`src/rtl/poly_mult_host_pkg.sv`:
```
// Shared definitions for the polynomial-multiplier host controller: FSM
// encoding, register offsets, region codes and key-map base helpers.
package poly_mult_host_pkg;

  localparam int unsigned STATE_W   = 2;
  localparam int unsigned REG_COUNT = 4;

  localparam logic [STATE_W-1:0] ST_IDLE  = 2'd0;
  localparam logic [STATE_W-1:0] ST_START = 2'd1;
  localparam logic [STATE_W-1:0] ST_RUN   = 2'd2;
  localparam logic [STATE_W-1:0] ST_DONE  = 2'd3;

  localparam logic [1:0] REG_WEIGHT = 2'd0;
  localparam logic [1:0] REG_CTRL   = 2'd1;
  localparam logic [1:0] REG_STATUS = 2'd2;
  localparam logic [1:0] REG_CYCLES = 2'd3;

  typedef enum logic [2:0] {
    RGN_NONE = 3'd0,
    RGN_POS  = 3'd1,
    RGN_RAND = 3'd2,
    RGN_REG  = 3'd3,
    RGN_RES  = 3'd4
  } region_e;

  typedef enum logic [2:0] {
    SRC_ZERO = 3'd0,
    SRC_POS  = 3'd1,
    SRC_RAND = 3'd2,
    SRC_RES  = 3'd3,
    SRC_REG  = 3'd4
  } rd_src_e;

  function automatic int unsigned rand_base(input int unsigned weight_max);
    return weight_max;
  endfunction

  function automatic int unsigned reg_base(input int unsigned weight_max,
                                           input int unsigned rand_depth);
    return rand_base(weight_max) + rand_depth;
  endfunction

  function automatic int unsigned res_base(input int unsigned weight_max,
                                           input int unsigned rand_depth);
    return reg_base(weight_max, rand_depth) + REG_COUNT;
  endfunction

  function automatic int unsigned key_end(input int unsigned weight_max,
                                          input int unsigned rand_depth,
                                          input int unsigned res_depth);
    return res_base(weight_max, rand_depth) + res_depth;
  endfunction

endpackage

```
`src/rtl/poly_mult_key_decode.sv`:
```
// Host-key decoder: splits a key into region, in-region offset and a
// mapped/unmapped flag. Bounds compare at 32 bits so no region wraps.
module poly_mult_key_decode
  import poly_mult_host_pkg::*;
#(
  parameter int unsigned KEY_W      = 12,
  parameter int unsigned WEIGHT_MAX = 75,
  parameter int unsigned RAND_DEPTH = 1106,
  parameter int unsigned RES_DEPTH  = 1106
) (
  input  logic [KEY_W-1:0] key_i,
  output region_e          region_c,
  output logic [KEY_W-1:0] offset_c,
  output logic             legal_c
);

  localparam int unsigned RAND_B = rand_base(WEIGHT_MAX);
  localparam int unsigned REG_B  = reg_base(WEIGHT_MAX, RAND_DEPTH);
  localparam int unsigned RES_B  = res_base(WEIGHT_MAX, RAND_DEPTH);
  localparam int unsigned END_B  = key_end(WEIGHT_MAX, RAND_DEPTH, RES_DEPTH);

  logic [31:0] key_ext;

  // Region select and offset by key-width subtraction from the region base
  always_comb begin
    key_ext  = 32'(key_i);
    region_c = RGN_NONE;
    offset_c = '0;
    legal_c  = 1'b0;
    if (key_ext < RAND_B) begin
      region_c = RGN_POS;
      offset_c = key_i;
      legal_c  = 1'b1;
    end else if (key_ext < REG_B) begin
      region_c = RGN_RAND;
      offset_c = key_i - KEY_W'(RAND_B);
      legal_c  = 1'b1;
    end else if (key_ext < RES_B) begin
      region_c = RGN_REG;
      offset_c = key_i - KEY_W'(REG_B);
      legal_c  = 1'b1;
    end else if (key_ext < END_B) begin
      region_c = RGN_RES;
      offset_c = key_i - KEY_W'(RES_B);
      legal_c  = 1'b1;
    end
  end

endmodule

```
`src/rtl/poly_mult_host_ctrl.sv`:
```
// Host-side controller for the sparse polynomial multiplier: maps host keys
// onto the position/random RAMs, control registers and result port, and
// sequences one core run per start command.
module poly_mult_host_ctrl
  import poly_mult_host_pkg::*;
#(
  parameter int unsigned WEIGHT_MAX = 75,
  parameter int unsigned POS_W      = 16,
  parameter int unsigned RAND_DEPTH = 1106,
  parameter int unsigned WORD_W     = 32,
  parameter int unsigned RES_DEPTH  = 1106,
  parameter int unsigned KEY_W      = 12,
  parameter int unsigned DATA_W     = 128,
  parameter int unsigned TIMEOUT    = 2**24
) (
  input  logic                            clk,
  input  logic                            rst_n,
  input  logic                            load_i,
  input  logic                            we_i,
  input  logic [KEY_W-1:0]                key_i,
  input  logic [DATA_W-1:0]               data_i,
  output logic [DATA_W-1:0]               data_o,
  output logic                            rvalid_o,
  output logic                            busy_o,
  output logic                            err_o,
  output logic                            pos_we_o,
  output logic [$clog2(WEIGHT_MAX)-1:0]   pos_addr_o,
  output logic [POS_W-1:0]                pos_din_o,
  input  logic [POS_W-1:0]                pos_dout_i,
  output logic                            rand_we_o,
  output logic [$clog2(RAND_DEPTH)-1:0]   rand_addr_o,
  output logic [WORD_W-1:0]               rand_din_o,
  input  logic [WORD_W-1:0]               rand_dout_i,
  output logic                            core_start_o,
  output logic [$clog2(WEIGHT_MAX+1)-1:0] core_weight_o,
  input  logic                            core_valid_i,
  output logic                            core_rd_o,
  output logic [$clog2(RES_DEPTH)-1:0]    core_res_addr_o,
  input  logic [WORD_W-1:0]               core_dout_i
);

  localparam int unsigned POS_AW  = $clog2(WEIGHT_MAX);
  localparam int unsigned RAND_AW = $clog2(RAND_DEPTH);
  localparam int unsigned WGT_W   = $clog2(WEIGHT_MAX + 1);
  localparam int unsigned RES_AW  = $clog2(RES_DEPTH);
  localparam int unsigned CYC_W   = WORD_W;

  region_e             region_c;
  logic [KEY_W-1:0]    offset_c;
  logic                legal_c;

  logic [STATE_W-1:0]  state_q, state_nx;
  logic                err_nx;
  logic [WORD_W-1:0]   weight_q, weight_nx;
  logic                weight_ovf_q, weight_ovf_nx;
  logic [CYC_W-1:0]    cycles_q, cycles_nx, cycles_inc;
  logic                rd_q, rd_nx;
  rd_src_e             rd_src_q, rd_src_nx;
  logic [WORD_W-1:0]   reg_val_q, reg_val_nx;

  logic acc_wr, acc_rd, wr_ok, weight_ok, timeout_hit;
  logic is_weight, is_ctrl, is_status, is_cycles;

  poly_mult_key_decode #(
    .KEY_W      (KEY_W),
    .WEIGHT_MAX (WEIGHT_MAX),
    .RAND_DEPTH (RAND_DEPTH),
    .RES_DEPTH  (RES_DEPTH)
  ) u_key_decode (
    .key_i    (key_i),
    .region_c (region_c),
    .offset_c (offset_c),
    .legal_c  (legal_c)
  );

  assign core_weight_o = weight_q[WGT_W-1:0];

  // Next-state, host access decode and combinational RAM/result port drive
  always_comb begin
    state_nx        = state_q;
    err_nx          = err_o;
    weight_nx       = weight_q;
    weight_ovf_nx   = weight_ovf_q;
    cycles_nx       = cycles_q;
    rd_nx           = 1'b0;
    rd_src_nx       = SRC_ZERO;
    reg_val_nx      = '0;
    pos_we_o        = 1'b0;
    pos_addr_o      = POS_AW'(offset_c);
    pos_din_o       = data_i[POS_W-1:0];
    rand_we_o       = 1'b0;
    rand_addr_o     = RAND_AW'(offset_c);
    rand_din_o      = data_i[WORD_W-1:0];
    core_rd_o       = 1'b0;
    core_res_addr_o = RES_AW'(offset_c);

    acc_wr    = load_i & we_i;
    acc_rd    = load_i & ~we_i;
    wr_ok     = (state_q == ST_IDLE) || (state_q == ST_DONE);
    is_weight = (region_c == RGN_REG) && (offset_c == KEY_W'(REG_WEIGHT));
    is_ctrl   = (region_c == RGN_REG) && (offset_c == KEY_W'(REG_CTRL));
    is_status = (region_c == RGN_REG) && (offset_c == KEY_W'(REG_STATUS));
    is_cycles = (region_c == RGN_REG) && (offset_c == KEY_W'(REG_CYCLES));
    weight_ok = !weight_ovf_q && (weight_q != '0) &&
                (weight_q <= WORD_W'(WEIGHT_MAX));
    cycles_inc  = (cycles_q == '1) ? cycles_q : cycles_q + CYC_W'(1);
    timeout_hit = (cycles_inc >= CYC_W'(TIMEOUT));

    if (acc_wr) begin
      if (!wr_ok || !legal_c) begin
        err_nx = 1'b1;
      end else begin
        case (region_c)
          RGN_POS:  pos_we_o  = 1'b1;
          RGN_RAND: rand_we_o = 1'b1;
          RGN_REG: begin
            if (is_weight) begin
              weight_nx     = data_i[WORD_W-1:0];
              weight_ovf_nx = ((data_i >> WORD_W) != '0);
            end else if (is_ctrl) begin
              // Error clear is applied before the start is qualified
              if (data_i[1]) err_nx = 1'b0;
              if (data_i[0]) begin
                if (weight_ok) state_nx = ST_START;
                else           err_nx   = 1'b1;
              end
            end else begin
              err_nx = 1'b1;
            end
          end
          default: err_nx = 1'b1;
        endcase
      end
    end

    if (acc_rd) begin
      rd_nx = 1'b1;
      case (region_c)
        RGN_POS:  rd_src_nx = SRC_POS;
        RGN_RAND: rd_src_nx = SRC_RAND;
        RGN_RES: begin
          if (state_q == ST_DONE) begin
            core_rd_o = 1'b1;
            rd_src_nx = SRC_RES;
          end else begin
            err_nx = 1'b1;
          end
        end
        RGN_REG: begin
          rd_src_nx = SRC_REG;
          if (is_weight)      reg_val_nx = weight_q;
          else if (is_status) reg_val_nx = WORD_W'({err_o, state_q, busy_o});
          else if (is_cycles) reg_val_nx = cycles_q;
        end
        default: err_nx = 1'b1;
      endcase
    end

    case (state_q)
      ST_START: begin
        state_nx  = ST_RUN;
        cycles_nx = '0;
      end
      ST_RUN: begin
        cycles_nx = cycles_inc;
        if (core_valid_i) begin
          state_nx = ST_DONE;
        end else if (timeout_hit) begin
          state_nx = ST_DONE;
          err_nx   = 1'b1;
        end
      end
      default: ;
    endcase
  end

  // State, control registers and two-stage read pipeline
  always_ff @(posedge clk or negedge rst_n) begin
    if (!rst_n) begin
      state_q      <= ST_IDLE;
      err_o        <= 1'b0;
      busy_o       <= 1'b0;
      core_start_o <= 1'b0;
      weight_q     <= '0;
      weight_ovf_q <= 1'b0;
      cycles_q     <= '0;
      rd_q         <= 1'b0;
      rd_src_q     <= SRC_ZERO;
      reg_val_q    <= '0;
      rvalid_o     <= 1'b0;
      data_o       <= '0;
    end else begin
      state_q      <= state_nx;
      err_o        <= err_nx;
      busy_o       <= (state_nx == ST_RUN);
      core_start_o <= (state_nx == ST_START);
      weight_q     <= weight_nx;
      weight_ovf_q <= weight_ovf_nx;
      cycles_q     <= cycles_nx;
      rd_q         <= rd_nx;
      rd_src_q     <= rd_src_nx;
      reg_val_q    <= reg_val_nx;
      rvalid_o     <= rd_q;
      if (rd_q) begin
        case (rd_src_q)
          SRC_POS:  data_o <= DATA_W'(pos_dout_i);
          SRC_RAND: data_o <= DATA_W'(rand_dout_i);
          SRC_RES:  data_o <= DATA_W'(core_dout_i);
          SRC_REG:  data_o <= DATA_W'(reg_val_q);
          default:  data_o <= '0;
        endcase
      end
    end
  end

endmodule

```
`config.mk`:
```
export PLATFORM = sky130hd
export DESIGN_NAME = poly_mult_host_ctrl
export DESIGN_NICKNAME = d
export VERILOG_FILES = /design/src/rtl/poly_mult_host_pkg.sv /design/src/rtl/poly_mult_key_decode.sv /design/src/rtl/poly_mult_host_ctrl.sv
export SDC_FILE = /design/constraint.sdc
export NUM_CORES = 1
export LEC_CHECK = 0
export ABC_AREA = 1
export BUFFER_PORTS_ARGS = -buffer_cell sky130_fd_sc_hd__buf_4
export CAP_MARGIN = 10
export CELL_PAD_IN_SITES_DETAIL_PLACEMENT = 1
export CELL_PAD_IN_SITES_GLOBAL_PLACEMENT = 1
export CORE_AREA = 5 5 155 194
export DETAILED_ROUTE_END_ITERATION = 16
export DIE_AREA = 0 0 160 199
export GPL_TIMING_DRIVEN = 0
export HOLD_SLACK_MARGIN = 0.06
export PLACE_DENSITY_LB_ADDON = 0.1
export SLEW_MARGIN = 0
export SYNTH_ARGS = -nofsm -noshare
export SYNTH_HDL_FRONTEND = slang
export SYNTH_HIERARCHICAL = 1
export SYNTH_SLANG_ARGS = --single-unit
```
`constraint.sdc`:
```
create_clock -name clk -period 3.85 [get_ports clk]
set_input_delay 0.77 -clock clk [delete_from_list [all_inputs] [get_ports clk]]
set_output_delay 0.77 -clock clk [all_outputs]
set_load 0.05 [all_outputs]
```
==> impl_metrics.csv, run 1 <==
group,metric,value,unit
timing,finalMaxSlewViolations,0,
layout,syn2layout_area_growth,40.8,%
timing,maxSlewHeadroom,0.313,
placed_design,dp.cells,2145,
job,maxCapViolCount,0,
layout,final_util,0.498,
setup_path,r2r-start,"state_q[0]$_DFF_PN0_",
clock_tree,insertion_delay,430,ps
global_routing,grtUsageTotal,0.241,
global_routing,grt_use_met2,0.474,
synth,syn_inst,1350,
timing,min_period,3710,ps
power_and_ir_drop,switchingPower,1650,µW
setup_path,worstPathMaxFanout,9,
power_and_ir_drop,p_int,2940,µW
global_routing,grt_max_degree,85,
timing,finClkSkew,9.44,ps
synth,synth-seq-cells,139,
setup_path,arrival,2940,ps
routing,drt_iter0_markers,440,
worst_hold_path,hp-class,"in2async",
floorplan,die_width,160,µm
setup_path,critPathRequiredTime,3080,ps
layout,nNetsFinal,2041,
placed_design,hpwl,32800,µm
routing,vias_per_cell,4.78,
timing,hold_slack,299,ps
floorplan,start_util,0.354,
timing,period_share,0.963,
global_routing,busiest_layer,"met2",
routing,wl_per_cell,17.9,µm
routing,drc,0,
synth,ys_warn_count,6,
floorplan,dieArea,31800,µm²
global_routing,grtUsageMet3,0.0541,
clock_tree,clock-sinks,139,
global_routing,grt_use_met1,0.258,
clock_tree,cts_made_buffers,17,
synth,ys.flop_type,"dfrtp_1",
power_and_ir_drop,p_leak,0.00724,µW
layout,n_antenna_cell,0,
timing,hold_violations,0,
global_routing,grt_pass1_wl,61000,µm
synth,synth_area_per_cell,7.35,µm²
setup_path,path_class,"in2out",
floorplan,ioPinCount,444,
layout,final_cells,2177,
power_and_ir_drop,combPwrFrac,0.309,
routing,wl,39000,µm
placed_design,portBuffers,344,
setup_path,cp-start-kind,"input pin",
setup_path,crit_start,"key_i[0]",
routing,first_pass_iters,4,
routing,vias,10397,
global_routing,grt_overflow_total,0,
clock_tree,cts_tree,"yes",
global_routing,grt_pass1_vias,11138,
synth,yosysUniqueCellTypes,46,
synth,synth_edf_count,0,
power_and_ir_drop,ir_worst_vdd,213,µV
timing,achievable-frequency,270,MHz
floorplan,rows,69,
power_and_ir_drop,swShare,0.360,
floorplan,die_h,199,µm
synth,syn-cell-area,9920,µm²
routing,antenna_left,0,
layout,design_area,14000,µm²
power_and_ir_drop,p_per_area,329,nW/µm²
synth,async_flop_share,1.00,
global_routing,grt_antenna_before_repair,1,
layout,final_common_cell,"buf_4",
timing,setup_violations,0,
status,status,"complete, no violations",
layout,drive_gt1_frac,0.369,
synth,yosysSeqAreaShare,0.351,
clock_tree,ctsHoldBuffers,0,
timing,fin_setup_tns,0,ps
placed_design,placed_area,13300,µm²
clock_tree,htree_levels,4,
placed_design,globalplace.congestion,0.914,
clock_tree,ctsRootBufferMaster,"clkbuf_16",
setup_path,reg2reg_depth,9,
power_and_ir_drop,p_seq_frac,0.331,
setup_path,reg2reg_slack,1480,ps
timing,rsz0062_at_grt,"false",
clock_tree,cts.clk_slew.worst_paths,60,ps
setup_path,cp-end-kind,"output pin",
floorplan,core_area,28100,µm²
timing,worst_pin_slew,1020,ps
power_and_ir_drop,clock_power_share,0.360,
clock_tree,clk_path_buf_depth,2,
layout,final_cell_mix,"buf_4 (515), nand2_1 (392), nor2_1 (139), dfrtp_1 (139), conb_1 (96)",
-- Yosys cell counts, types with 27 or more instances --
library cell	count	share of area
nand3_1	68	0.034
inv_1	66	0.025
mux2_2	32	0.036
o21ai_0	37	0.019
buf_4	170	0.13
nor2_1	140	0.053
nand2_1	393	0.15
a21oi_1	36	0.018
dfrtp_1	139	0.35
nand4_1	33	0.021
clkbuf_1	29	0.011
a22oi_1	27	0.020
-- critical path, stage by stage --
cell and delay, ps:
buf_4 110, inv_1 100, ha_1 270, inv_1 80
nand2_1 70, nor2_1 140, nand3_1 110, nand3_2 190
inv_2 140, o21ai_1 270, nand3_1 170, nor2_1 260
buf_4 260
-- layout make-up --
type	instances	area [µm²]
clock inverter	14	164
timing repair buffer	346	2620
fill	3646	14100
buffer	212	1490
inverter	81	312
sequential	139	3480
multi-input combinational	1013	5030
tap	355	444
clock buffer	17	425
-- metrics by stage --
| step | total power, µW | setup slack, ps |
|---|---|---|
| floorplan | 2470 | 36.5 |
| global placement | 2940 | -352 |
| detailed placement | 2960 | -475 |
| CTS | 4620 | 37.5 |
| global route | 4780 | 9.19 |
| finish | 4590 | 144 |
-- power by group through the flow --
stage | logic, µW | clock network, µW | registers, µW
3_5_place_dp | 1420 | 0 | 1550
5_1_grt | 1510 | 1750 | 1520
6_report | 1420 | 1650 | 1520
4_1_cts | 1420 | 1680 | 1520
3_3_place_gp | 1390 | 0 | 1540
2_1_floorplan | 864 | 0 | 1600
-- registers in the layout, summed over array words and instances, names as in the netlist --
name / cells
busy_o: 1
data_o: 32
rd_q: 1
state_q: 2
reg_val_q: 32
core_start_o: 1
cycles_q: 32
weight_q: 32
err_o: 1
rvalid_o: 1
weight_ovf_q: 1
rd_src_q: 3
-- final timing paths --
kind,endpoint
max in group asynchronous,cycles_q[8]$_DFFE_PN0N_
min in group clk,rvalid_o$_DFF_PN0_
max,pos_we_o
min,data_o[28]$_DFFE_PN0P_
max reg2reg,cycles_q[11]$_DFFE_PN0N_
min reg2reg,rvalid_o$_DFF_PN0_
-- logic make-up after synthesis --
| kind of cell | share of synthesized area |
|---|---|
| AOI/OAI and AO/OA | 0.0859 |
| xor gates and xnor gates | 0.0177 |
| buffers and inverters | 0.180 |
| muxes | 0.0363 |
| adders and majority gates | 0.00757 |
| other | 0.000378 |
| and+or+nand+nor | 0.322 |
| DFF | 0.351 |
-- timing repair --
| item | CTS | global route |
|---|---|---|
| setup buffers | 0 | 1 |
| pin swaps | 0 | 1 |
| endpoints found under the setup margin | 3 | 59 |
| gates resized for setup | 1 | 23 |
| cloned | 0 | 0 |
-- per-layer routing --
layer	part of all wire	vias up
li1	-	5064
met1	0.38	4933
met2	0.54	354
met3	0.063	44
met4	0.017	2
met5	0.00018	-
Power figures use the tool's default switching activity.
==> run 2: changes to the inputs <==
- ABC_AREA: 1 -> 0
- CORE_AREA: 5 5 155 194 -> 5 5 167 169
- DIE_AREA: 0 0 160 199 -> 0 0 172 174
==> impl_metrics.csv, run 2 <==
group,metric,value,unit
floorplan,ioPinCount,444,
timing,setup_violations,15,
power_and_ir_drop,p_per_area,305,nW/µm²
power_and_ir_drop,ir_worst_vdd,214,µV
timing,finClkSkew,7.82,ps
synth,synth_top_area_frac,0.363,
clock_tree,ctsHoldBuffers,0,
routing,vias,9750,
clock_tree,ctsRootBufferMaster,"clkbuf_16",
global_routing,grt_pass1_vias,10173,
placed_design,globalplace.congestion,0.852,
routing,wl_per_cell,19.6,µm
status,violations,"setup timing",
setup_path,reg2reg_slack,720,ps
power_and_ir_drop,p_leak,0.00689,µW
clock_tree,clock-sinks,139,
timing,hold_violations,0,
synth,synth_area_per_cell,8.63,µm²
timing,maxSlewHeadroom,0.384,
synth,ys_warn_count,6,
floorplan,dieArea,29900,µm²
setup_path,path_class,"in2reg",
setup_path,crit_start,"key_i[0]",
clock_tree,insertion_delay,420,ps
routing,drt_iter0_markers,423,
layout,syn2layout_area_growth,50.6,%
clock_tree,cts_tree,"yes",
floorplan,start_util,0.363,
timing,fin_setup_tns,-439,ps
routing,antenna_left,0,
synth,synth_top_cell_by_area,"dfrtp_1",
worst_hold_path,hp-class,"in2async",
setup_path,slowest_delay,490,ps
timing,period_share,1.01,
clock_tree,htree_levels,4,
setup_path,crit_path_cell_trace,"buf_12 > clkinv_4 > ha_4 > or4b_4 > a221oi_4 > o21ai_4 > buf_6 > a221oi_4 > mux2i_4 > nor4_4 > nand4_1 > or2_4 > nor3_4 > buf_6 > buf_12 > buf_12 > mux2_4",
synth,async_flop_share,1.00,
setup_path,crit_cells,17,
setup_path,cp-start-kind,"input pin",
routing,drc,0,
synth,synthTopCellsByCount,"buf_4 (170), dfrtp_1 (139), nor2_1 (117), nand2_1 (73), inv_1 (55)",
setup_path,r2r-start,"cycles_q[4]$_DFFE_PN0N_",
clock_tree,cts_made_buffers,17,
layout,final_cell_mix,"buf_4 (525), dfrtp_1 (139), nor2_1 (113)",
synth,synth.most_common_cell,"buf_4",
floorplan,die_h,174,µm
status,status,"complete, but fails checks",
clock_tree,cts.clk_slew.worst_paths,60,ps
timing,setup_slack,-42.3,ps
layout,drive_gt1_frac,0.439,
timing,achievable-frequency,257,MHz
global_routing,grt_max_degree,99,
global_routing,grt_antenna_before_repair,0,
timing,rsz0062_at_grt,"true",
routing,vias_per_cell,5.01,
setup_path,worstPathMaxFanout,5,
floorplan,core_area,26400,µm²
floorplan,die_width,172,µm
layout,nNetsFinal,1825,
setup_path,arrival,4190,ps
routing,wl,38200,µm
setup_path,worst-path-buf-inv,6,
timing,worst_pin_slew,901,ps
floorplan,rows,60,
setup_path,path_delay_family,"simple AND/OR/NAND/NOR gates",
clock_tree,clk_path_buf_depth,2,
placed_design,portBuffers,338,
setup_path,critPathMostFrequentCell,"buf_12",
global_routing,grtUsageTotal,0.243,
synth,synth_edf_count,0,
timing,min_period,3890,ps
synth,syn_inst,1110,
timing,finalMaxSlewViolations,0,
routing,first_pass_iters,4,
layout,n_antenna_cell,0,
placed_design,dpl_worst_slack,-1050,ps
setup_path,reg2reg_depth,8,
synth,netlist_top_cells_area,"dfrtp_1 (36%), buf_4 (13%), mux2_2 (6.1%)",
setup_path,cp-end-kind,"flip-flop",
setup_path,critPathRequiredTime,4150,ps
job,maxCapViolCount,0,
placed_design,hpwl,30000,µm
synth,yosysUniqueCellTypes,71,
setup_path,slowest_stage,"or4b_4",
synth,synth-seq-cells,139,
synth,ys.flop_type,"dfrtp_1",
synth,syn-cell-area,9580,µm²
global_routing,grt_pass1_wl,57700,µm
global_routing,grt_overflow_total,0,
layout,final_common_cell,"buf_4",
synth,yosysSeqAreaShare,0.363,
layout,final_util,0.546,
run 2: cell families (layout without fill, tap and decap cells):
group / Yosys count / count (layout) / synth area share
and+or+nand+nor: 345 / 345 / 0.180
other: 1 / 96 / 0.000391
xor gates and xnor gates: 6 / 6 / 0.00744
adders and majority gates: 6 / 6 / 0.00783
muxes: 76 / 76 / 0.0862
buffers and inverters: 293 / 695 / 0.184
AOI/OAI and AO/OA: 244 / 244 / 0.171
DFF: 139 / 139 / 0.363
run 2: layer usage:
| layer | part of all wire | global-route usage | routed length [µm] |
|---|---|---|---|
| met3 | 0.050 | 0.0353 | 1920 |
| met1 | 0.39 | 0.298 | 15100 |
| met2 | 0.54 | 0.451 | 20800 |
| met4 | 0.011 | 0.0452 | 419 |
| met5 | 0 | 0 | 0 |
run 2: report_power, final:
part	switching (µW)	leakage (µW)	total, µW	internal [µW]
combinational	777	0.00468	1260	482
sequential	4.50	0.00192	1470	1470
clock	673	0.000288	1670	997
run 2: final timing paths:
kind                                            endpoint
worst max-delay path            weight_q[15]$_DFFE_PN0P_
worst min-delay path              data_o[27]$_DFFE_PN0P_
worst max register to register           err_o$_DFF_PN0_
worst min register to register        rvalid_o$_DFF_PN0_
max in group asynchronous                err_o$_DFF_PN0_
min in group clk                      rvalid_o$_DFF_PN0_
run 2: area by class of cell:
type,count,area [µm²]
flip-flops and latches,139,3480
repair buffers,372,2950
clock buffers,20,457
plain buffers,236,1660
clock inverters,12,138
inverters,55,216
multi-input cells,773,5110
well taps,341,427
fillers,3175,12000
run 2: repair_timing:
action | in CTS | in global routing
endpoints found under the setup margin | 66 | 67
resized for setup | 33 | 36
buffers inserted | 20 | 12
pin swaps | 9 | 9
gates cloned | 3 | 1
run 2: stage by stage:
stage / instances / instance area [µm²] / hold slack (ps) / power, µW
5_1_grt: 1948 / 14400 / 295 / 4560
6_report: 1948 / 14400 / 271 / 4400
3_3_place_gp: 1884 / 13300 / 416 / 2700
2_1_floorplan: 1205 / 10300 / 352 / 2320
4_1_cts: 1940 / 14300 / 274 / 4410
3_5_place_dp: 1885 / 13300 / 431 / 2710
